**config.mk**
```make
export PLATFORM = sky130hd
export DESIGN_NAME = alu_wide_seq
export DESIGN_NICKNAME = d
export VERILOG_FILES = /design/src/rtl/alu_wide_seq.sv
export SDC_FILE = /design/constraint.sdc
export NUM_CORES = 1
export LEC_CHECK = 0
export BUFFER_PORTS_ARGS = -buffer_cell sky130_fd_sc_hd__buf_2
export CORE_UTILIZATION = 52
export CTS_CLUSTER_DIAMETER = 30
export DETAILED_ROUTE_END_ITERATION = 6
export PLACE_DENSITY = 0.8
export SYNTH_ARGS = -nofsm -noshare
export SYNTH_HDL_FRONTEND = slang
export SYNTH_SLANG_ARGS = --single-unit
```
**constraint.sdc**
```tcl
create_clock -name i_clk -period 4.4 [get_ports i_clk]
set_input_delay 0.22 -clock i_clk [delete_from_list [all_inputs] [get_ports i_clk]]
set_output_delay 0.22 -clock i_clk [all_outputs]
set_load 0.03 [all_outputs]
```
**src/rtl/alu_wide_seq.sv**
```systemverilog
// alu_wide_seq: runs a NUM_WORDS*WIDTH-bit add/sub/cmp/adc as a sequence of
// WIDTH-bit operations on one external ALU. It processes the LS word first,
// chains the carry through adc/sbc and accumulates Z over every word.
module alu_wide_seq #(
  parameter int unsigned WIDTH     = 8,
  parameter int unsigned NUM_WORDS = 4,
  parameter int unsigned FLAGS_W   = 4,
  parameter int unsigned OPER_W    = 3,
  parameter int unsigned FLAG_C    = 0,
  parameter int unsigned FLAG_Z    = 1,
  parameter logic [OPER_W-1:0] ALU_ADD = OPER_W'(0),
  parameter logic [OPER_W-1:0] ALU_SUB = OPER_W'(1),
  parameter logic [OPER_W-1:0] ALU_ADC = OPER_W'(2),
  parameter logic [OPER_W-1:0] ALU_SBC = OPER_W'(3)
) (
  input  logic                         i_clk,
  input  logic                         i_reset,
  input  logic                         i_start,
  input  logic [1:0]                   i_op_sel,
  input  logic [NUM_WORDS*WIDTH-1:0]   i_a_in,
  input  logic [NUM_WORDS*WIDTH-1:0]   i_b_in,
  input  logic [FLAGS_W-1:0]           i_flags_in,
  output logic                         o_busy,
  output logic                         o_done,
  output logic [NUM_WORDS*WIDTH-1:0]   o_result,
  output logic [FLAGS_W-1:0]           o_flags_out,
  output logic [OPER_W-1:0]            o_alu_oper,
  output logic [WIDTH-1:0]             o_alu_a,
  output logic [WIDTH-1:0]             o_alu_b,
  output logic [FLAGS_W-1:0]           o_alu_flags_in,
  input  logic [WIDTH-1:0]             i_alu_out,
  input  logic [FLAGS_W-1:0]           i_alu_flags_out
);

  localparam int unsigned TOT_W = NUM_WORDS * WIDTH;
  localparam int unsigned IDX_W = (NUM_WORDS > 1) ? $clog2(NUM_WORDS) : 1;

  localparam logic [1:0] OP_ADD = 2'b00;
  localparam logic [1:0] OP_SUB = 2'b01;
  localparam logic [1:0] OP_CMP = 2'b10;
  localparam logic [1:0] OP_ADC = 2'b11;

  typedef enum logic [1:0] {
    S_IDLE = 2'd0,
    S_RUN  = 2'd1,
    S_DONE = 2'd2
  } state_t;

  state_t             r_state;
  state_t             w_next;
  logic [IDX_W-1:0]   r_idx;
  logic [TOT_W-1:0]   r_a;
  logic [TOT_W-1:0]   r_b;
  logic [1:0]         r_op;
  logic [FLAGS_W-1:0] r_flags;
  logic               r_c;
  logic               r_z;
  logic [TOT_W-1:0]   r_result;
  logic [FLAGS_W-1:0] r_flags_out;
  logic               r_busy;
  logic               r_done;

  logic               w_last;
  logic               w_first;
  logic               w_subtract;
  logic [WIDTH-1:0]   w_word_a;
  logic [WIDTH-1:0]   w_word_b;
  logic [FLAGS_W-1:0] w_fin_flags;

  assign w_last     = (r_idx == IDX_W'(NUM_WORDS - 1));
  assign w_first    = (r_idx == '0);
  assign w_subtract = (r_op == OP_SUB) || (r_op == OP_CMP);

  assign o_busy      = r_busy;
  assign o_done      = r_done;
  assign o_result    = r_result;
  assign o_flags_out = r_flags_out;

  // Next state, ALU drive for the current word, and final flag merge
  always_comb begin
    w_next         = r_state;
    o_alu_oper     = ALU_ADD;
    o_alu_a        = '0;
    o_alu_b        = '0;
    o_alu_flags_in = '0;
    w_word_a       = '0;
    w_word_b       = '0;
    w_fin_flags    = r_flags;

    for (int unsigned w = 0; w < NUM_WORDS; w++) begin
      if (r_idx == IDX_W'(w)) begin
        w_word_a = r_a[w*WIDTH +: WIDTH];
        w_word_b = r_b[w*WIDTH +: WIDTH];
      end
    end

    w_fin_flags[FLAG_C] = i_alu_flags_out[FLAG_C];
    w_fin_flags[FLAG_Z] = r_z & i_alu_flags_out[FLAG_Z];

    case (r_state)
      S_IDLE: begin
        if (i_start) w_next = S_RUN;
      end
      S_RUN: begin
        o_alu_a                = w_word_a;
        o_alu_b                = w_word_b;
        o_alu_flags_in         = r_flags;
        o_alu_flags_in[FLAG_C] = r_c;
        if (r_op == OP_ADC)  o_alu_oper = ALU_ADC;
        else if (w_subtract) o_alu_oper = w_first ? ALU_SUB : ALU_SBC;
        else                 o_alu_oper = w_first ? ALU_ADD : ALU_ADC;
        if (w_last) w_next = S_DONE;
      end
      S_DONE: begin
        w_next = S_IDLE;
      end
      default: begin
        w_next = S_IDLE;
      end
    endcase
  end

  // State, operand latch, carry/Z chaining and result capture
  always_ff @(posedge i_clk or posedge i_reset) begin
    if (i_reset) begin
      r_state     <= S_IDLE;
      r_idx       <= '0;
      r_a         <= '0;
      r_b         <= '0;
      r_op        <= OP_ADD;
      r_flags     <= '0;
      r_c         <= 1'b0;
      r_z         <= 1'b1;
      r_result    <= '0;
      r_flags_out <= '0;
      r_busy      <= 1'b0;
      r_done      <= 1'b0;
    end else begin
      r_state <= w_next;
      r_busy  <= (w_next != S_IDLE);
      r_done  <= (w_next == S_DONE);
      case (r_state)
        S_IDLE: begin
          if (i_start) begin
            r_a     <= i_a_in;
            r_b     <= i_b_in;
            r_op    <= i_op_sel;
            r_flags <= i_flags_in;
            r_c     <= (i_op_sel == OP_ADC) ? i_flags_in[FLAG_C] : (i_op_sel != OP_ADD);
            r_z     <= 1'b1;
            r_idx   <= '0;
          end
        end
        S_RUN: begin
          r_c <= i_alu_flags_out[FLAG_C];
          r_z <= r_z & i_alu_flags_out[FLAG_Z];
          if (r_op != OP_CMP) begin
            for (int unsigned w = 0; w < NUM_WORDS; w++) begin
              if (r_idx == IDX_W'(w)) r_result[w*WIDTH +: WIDTH] <= i_alu_out;
            end
          end
          if (w_last) r_flags_out <= w_fin_flags;
          else        r_idx       <= r_idx + IDX_W'(1);
        end
        default: begin
        end
      endcase
    end
  end

endmodule

```
; Yosys cells after proc, flatten, opt, wreduce, memory -nomap -nowiden
; Index checks and enable logic that the tools add are counted.
[word_totals]
reg_bits = 114
in_bits = 85
word_cells = 70
output_inout_bits = 61
[op_classes]
eq_ne = 12
muxes = 27
bitwise_logic = 1
n_addsub = 1
reduce_logical = 14
[op_table]
columns = op, count
row1 = 8-bit 2-to-1 mux, 10
row2 = 2-bit 2-to-1 mux, 9
row3 = 3-bit AND reduction, 5
row4 = "2-bit == test, second input constant", 6
row5 = 2-bit one-hot mux with 2 select lines, 2
row6 = "2-bit by 1-bit == test with 1-bit output, second input constant", 3
row7 = "2-bit inequality test, second input constant", 3
row8 = 2-bit AND reduction, 3
row9 = 2-bit nonzero test, 3
row10 = 2-bit zero test, 2
row11 = 4-bit 2-to-1 mux, 1
row12 = 1-bit one-hot mux with 2 select lines, 2
row13 = 1-bit 2-to-1 mux, 3
row14 = "2-bit by 1-bit adder with 2-bit output, second input constant", 1
row15 = 1-bit bitwise AND, 1
row16 = 1-bit logical OR, 1

; Longest topological paths before layout
[logic_depth]
ltp_word = 6
ltp_mapped = 7
mapped_depth_nobuf = 5

; Least setup slack after synthesis
; No wires, ideal clock.
[synth_timing]
path_kind = reg2out
start = reg r_idx[1]
end = out o_alu_a[0]
path_stages_with_launch = 8
slack_ps = 1894
n_path_buf = 2
t_arrival_ps = 2286
t_required_ps = 4180
cell_sequence = dfrtp_1 -> inv_1 -> ha_1 -> buf_2 -> nor2b_2 -> buf_4 -> a221oi_1 -> o41ai_1
[synth_between]
elab_chain_len = 6
elab_cells_between_ends = 9
cone_classes = eq/ne (3) / mux (5) / reduce/logical (1)
[synth_rtl]
columns = item, line_no
row1 = from (decl), 51  ; logic [IDX_W-1:0] r_idx;
row2 = from (signal assigned), 163  ; else r_idx <= r_idx + IDX_W'(1);
row3 = 2-bit zero test, 91  ; if (r_idx == IDX_W'(w)) begin
row4 = 8-bit 2-to-1 mux (3 in series), 91
row5 = 8-bit 2-to-1 mux (*), 91
row6 = 8-bit 2-to-1 mux (*), 100  ; case (r_state)
row7 = to (decl), 28  ; output logic [WIDTH-1:0] o_alu_a,
; Mark *: on every way between the ends. The rest lies on a longest branch, timed or not.

; Worst setup path in the final report
; Ends and elaborated chain as after synthesis.

==> impl_summary.log <==
[metrics] run status: complete, no violations
[metrics] number of nets in the layout: 802
[metrics] met3 capacity usage during global routing: 0.07660
[metrics] post-cts repair resize count: 0
[metrics] final period utilization: 0.7689
[metrics] largest fanout on the critical path: 19
[metrics] count of unresolved DRC violations after routing: 0
[metrics] final weighted congestion of routability-driven global placement: 0.8483
[metrics] maximum single-stage delay on the critical path: 0.71 ns
[metrics] sequential share of the synthesized area: 0.5720
[metrics] clock tree from TritonCTS: done
[metrics] vias post-DR: 4,501
[metrics] Crit path max-delay family: simple AND/OR/NAND/NOR gates
[metrics] routing usage on met2: 0.5235
[metrics] drt pass-1 iters: 5
[metrics] CP Launch Type: flip-flop
[metrics] area share of the largest cell type after synthesis: 0.5667
[metrics] horizontal extent of the die: 99.53 microns
[metrics] Clock Root Buffer: sky130_fd_sc_hd__clkbuf_8
[metrics] count of flip-flops with a built-in enable after synthesis: 0
[metrics] largest net degree at the start of global routing: 72
[metrics] Total Die Area: 0.009905 sq mm
[metrics] synthesis-stage register bit count: 113
[metrics] sink count of the clock tree: 113
[metrics] required time of the critical path: 4.18 ns
[metrics] Worst EP arrival: 3.16 ns
[metrics] starting density of the core: 0.5353
[metrics] antenna cell count: 0
[metrics] number of CTS-inserted buffers: 17
[metrics] worst-margin pin slew: 1.147 ns
[metrics] average wire per cell in the routed design: 16.45 microns
[metrics] via count of the first global-routing pass: 4,666
[metrics] final setup violation count: 0
[metrics] overall fraction of global-route tracks in use: 0.3008
[metrics] IR Drop Worst-Case VDD: 0.0003846 V
[metrics] Post-Synthesis Cell Area: 0.004946 sq mm
[metrics] wire length of the first global-routing pass: 22,670 microns
[metrics] most heavily used metal layer in global routing: met2
[metrics] worst relative slew slack: 0.2352
[metrics] CP cell instances: inv_1 -> ha_1 -> nor2b_2 -> a221oi_1 -> o41ai_1 -> buf_2
[metrics] Setup Skew: 0.01061 ns
[metrics] worst hold path class: in2reg
[metrics] hold_ws: 0.2540 ns
[metrics] main area contributors after synthesis: sky130_fd_sc_hd__dfrtp_1 57%, sky130_fd_sc_hd__nand2_1 16%, sky130_fd_sc_hd__mux2_2 7.5%
[metrics] total global routing overflow: 0
[metrics] DP Area: 0.005725 sq mm
[metrics] shortest period the worst path allows: 3.383 ns
[metrics] count of buffers from port buffering: 142
[metrics] Global Route met1 Usage: 0.3561
[metrics] Slowest cell on crit path: sky130_fd_sc_hd__nor2b_2
[metrics] Synth async-reset ratio: 1.000
[metrics] Buf/Inv on CP: 2
[metrics] cell area power density: 812.4 mW/mm^2
[metrics] synthesized instance count: 497
[metrics] primary flip-flop cell chosen by synthesis mapping: sky130_fd_sc_hd__dfrtp_1
[metrics] fraction of layout cells with a size suffix above 1: 0.3080
[metrics] standby leakage power: 0.003615 uW
[metrics] count of yosys warnings during synthesis: 0
[metrics] Filler Cells Inserted: 552
[metrics] Yosys cell types: 33
[metrics] initial antenna violation count: 0
[metrics] setup repair bufs after CTS: 0
[metrics] number of top-level design ports: 146
[metrics] critical path class: reg2out
[metrics] area growth from synthesis to layout: 44.09%
[metrics] number of violations of the max-capacitance limit: 0
[metrics] total count of max-transition violations in the final report: 0
[metrics] total routed wirelength: 14,030 microns
[metrics] maximum operating frequency: 295.6 MHz
[metrics] via/cell ratio: 5.277
[metrics] number of hold violations in the final report: 0
[metrics] finished layout cell area: 0.007127 sq mm
[metrics] nature of the critical path endpoint: output pin
[metrics] Floorplan Core Area: 0.009240 sq mm
[metrics] net count after synthesis: 588
[metrics] placed wire-length estimate after detailed placement: 7685 microns
[metrics] die span in y: 99.53 microns
[metrics] unrepaired setup endpoints after global routing: false
[metrics] clk buf depth: 2
[metrics] Syn Area/Cell: 9.952 sq um
[metrics] post-route ant nets: 0
[metrics] latest clock arrival within the worst-skew pair: 0.51 ns
[metrics] Yosys top cell by area: sky130_fd_sc_hd__dfrtp_1
[metrics] H-Tree Level Count: 4
[metrics] Sum Neg Setup Slack: 0 ns
[metrics] std cell rows: 35
[metrics] clock-pin slew on the worst setup and hold paths: 0.06 ns
[metrics] number of violations reported at the end of detailed-routing iteration 0: 261
-- layout make-up --
type,instances,area [sq um],area share
inverter,7,28.78,0.004038
clock buffer,19,441.7,0.06197
multi-input combinational,345,1958,0.2748
timing repair buffer,227,1549,0.2173
tap,129,161.4,0.02265
clock inverter,13,158.9,0.02230
sequential,113,2829,0.3969
-- cells in the mapped netlist (3+ instances only) --
| cell type | n |
|---|---|
| sky130_fd_sc_hd__a221oi_1 | 15 |
| sky130_fd_sc_hd__and2_1 | 4 |
| sky130_fd_sc_hd__buf_2 | 4 |
| sky130_fd_sc_hd__clkbuf_1 | 23 |
| sky130_fd_sc_hd__dfrtp_1 | 112 |
| sky130_fd_sc_hd__ha_1 | 6 |
| sky130_fd_sc_hd__inv_1 | 7 |
| sky130_fd_sc_hd__mux2_2 | 33 |
| sky130_fd_sc_hd__nand2_1 | 210 |
| sky130_fd_sc_hd__nand3_1 | 15 |
| sky130_fd_sc_hd__nor2_1 | 3 |
| sky130_fd_sc_hd__nor2b_1 | 17 |
| sky130_fd_sc_hd__nor3b_4 | 4 |
| sky130_fd_sc_hd__o21ai_0 | 7 |
| sky130_fd_sc_hd__o41ai_1 | 15 |
-- what timing repair did --
action | 4_1_cts | 5_1_grt
hold buffers | 80 | 0
endpoints found under the hold margin | 170 | 0
endpoints found under the setup margin | 0 | 0
-- final timing paths --
kind,to,slack (ns),startpoint,cells past startpoint
setup / recovery,o_alu_a[0],1.02,r_idx[1],6
hold / removal,r_c,0.25,i_flags_in[0],4
setup reg to reg,o_result[23],1.77,r_idx[0],4
hold reg to reg,r_b[18],0.48,r_b[18],2
max in group asynchronous,r_b[31],2.84,i_reset,4
min in group asynchronous,o_result[19],0.47,i_reset,3
-- sequential cells by signal, indices dropped and copies added, names as in the netlist, 2 cells and up --
signal,flops
r_flags,3
r_b,32
r_state,2
o_result,32
r_a,32
r_op,2
r_idx,2
o_flags_out,4
-- power by group --
part | switching (uW) | total [uW] | leakage, uW | internal [uW]
Clock | 485 | 1380 | 0.000290 | 892
Combinational | 1690 | 2560 | 0.00195 | 877
Sequential | 296 | 1850 | 0.00138 | 1550
Total | 2470 | 5790 | 0.00361 | 3320
-- kinds of logic (layout without fill, tap and decap cells) --
group,Yosys count,in the layout,synth area share
simple gates,261,261,0.2305
flops,113,113,0.5720
compound gates,42,42,0.06830
buf+inv,39,266,0.03365
mux,35,35,0.07969
fa+ha+maj,6,6,0.01518
other cells,1,1,0.0007582
-- placed cells by master (no fill, tap or decap), drive strengths merged --
| cell type | synthesis | layout |
|---|---|---|
| and3b | 1 | 1 |
| dfrtp | 112 | 112 |
| or3 | 1 | 1 |
| o21ai | 7 | 7 |
| conb | 1 | 1 |
| and2 | 4 | 4 |
| o221a | 1 | 1 |
| nand3 | 15 | 15 |
| or3b | 1 | 1 |
| inv | 7 | 9 |
| a32o | 1 | 1 |
| nor2 | 3 | 3 |
| nand3b | 1 | 1 |
| nor3b | 5 | 5 |
| buf | 9 | 147 |
| nor2b | 18 | 18 |
| nand2 | 210 | 210 |
| a21oi | 2 | 2 |
| nand2b | 1 | 1 |
| o41ai | 15 | 15 |
| clkinv | 0 | 5 |
| mux2 | 35 | 35 |
| o2bb2ai | 1 | 1 |
| dfstp | 1 | 1 |
| dlygate4sd3 | 0 | 80 |
| ha | 6 | 6 |
| clkbuf | 23 | 19 |
| a221oi | 15 | 15 |
| clkinvlp | 0 | 3 |
| nor3 | 1 | 1 |
| bufinv | 0 | 3 |
-- stage by stage --
step                cells  total power, uW  setup WS [ns]  utilization
floorplan             497             3609          1.194            -
finish                853             5790          1.017       0.7713
global route          853             6110         0.9233       0.7713
detailed placement    741             4290          1.694       0.6196
CTS                   853             5748          1.124       0.7713
global placement      741             4201          1.725       0.6196
-- metal layers --
| metal | vias to the layer above | routed length (microns) |
|---|---|---|
| met1 | 2153 | 5500 |
| met4 | 0 | 369 |
| met5 | - | 0 |
| li1 | 2075 | - |
| met2 | 239 | 7240 |
| met3 | 34 | 922 |
-- worst register-to-register path, stage by stage, from the launching register on --
cell and delay, ns:
sky130_fd_sc_hd__dfrtp_1 0.42, sky130_fd_sc_hd__inv_1 0.12, sky130_fd_sc_hd__ha_1 0.93, sky130_fd_sc_hd__nor3b_4 0.63, sky130_fd_sc_hd__mux2_2 0.41
Power figures use the tool's default switching activity.
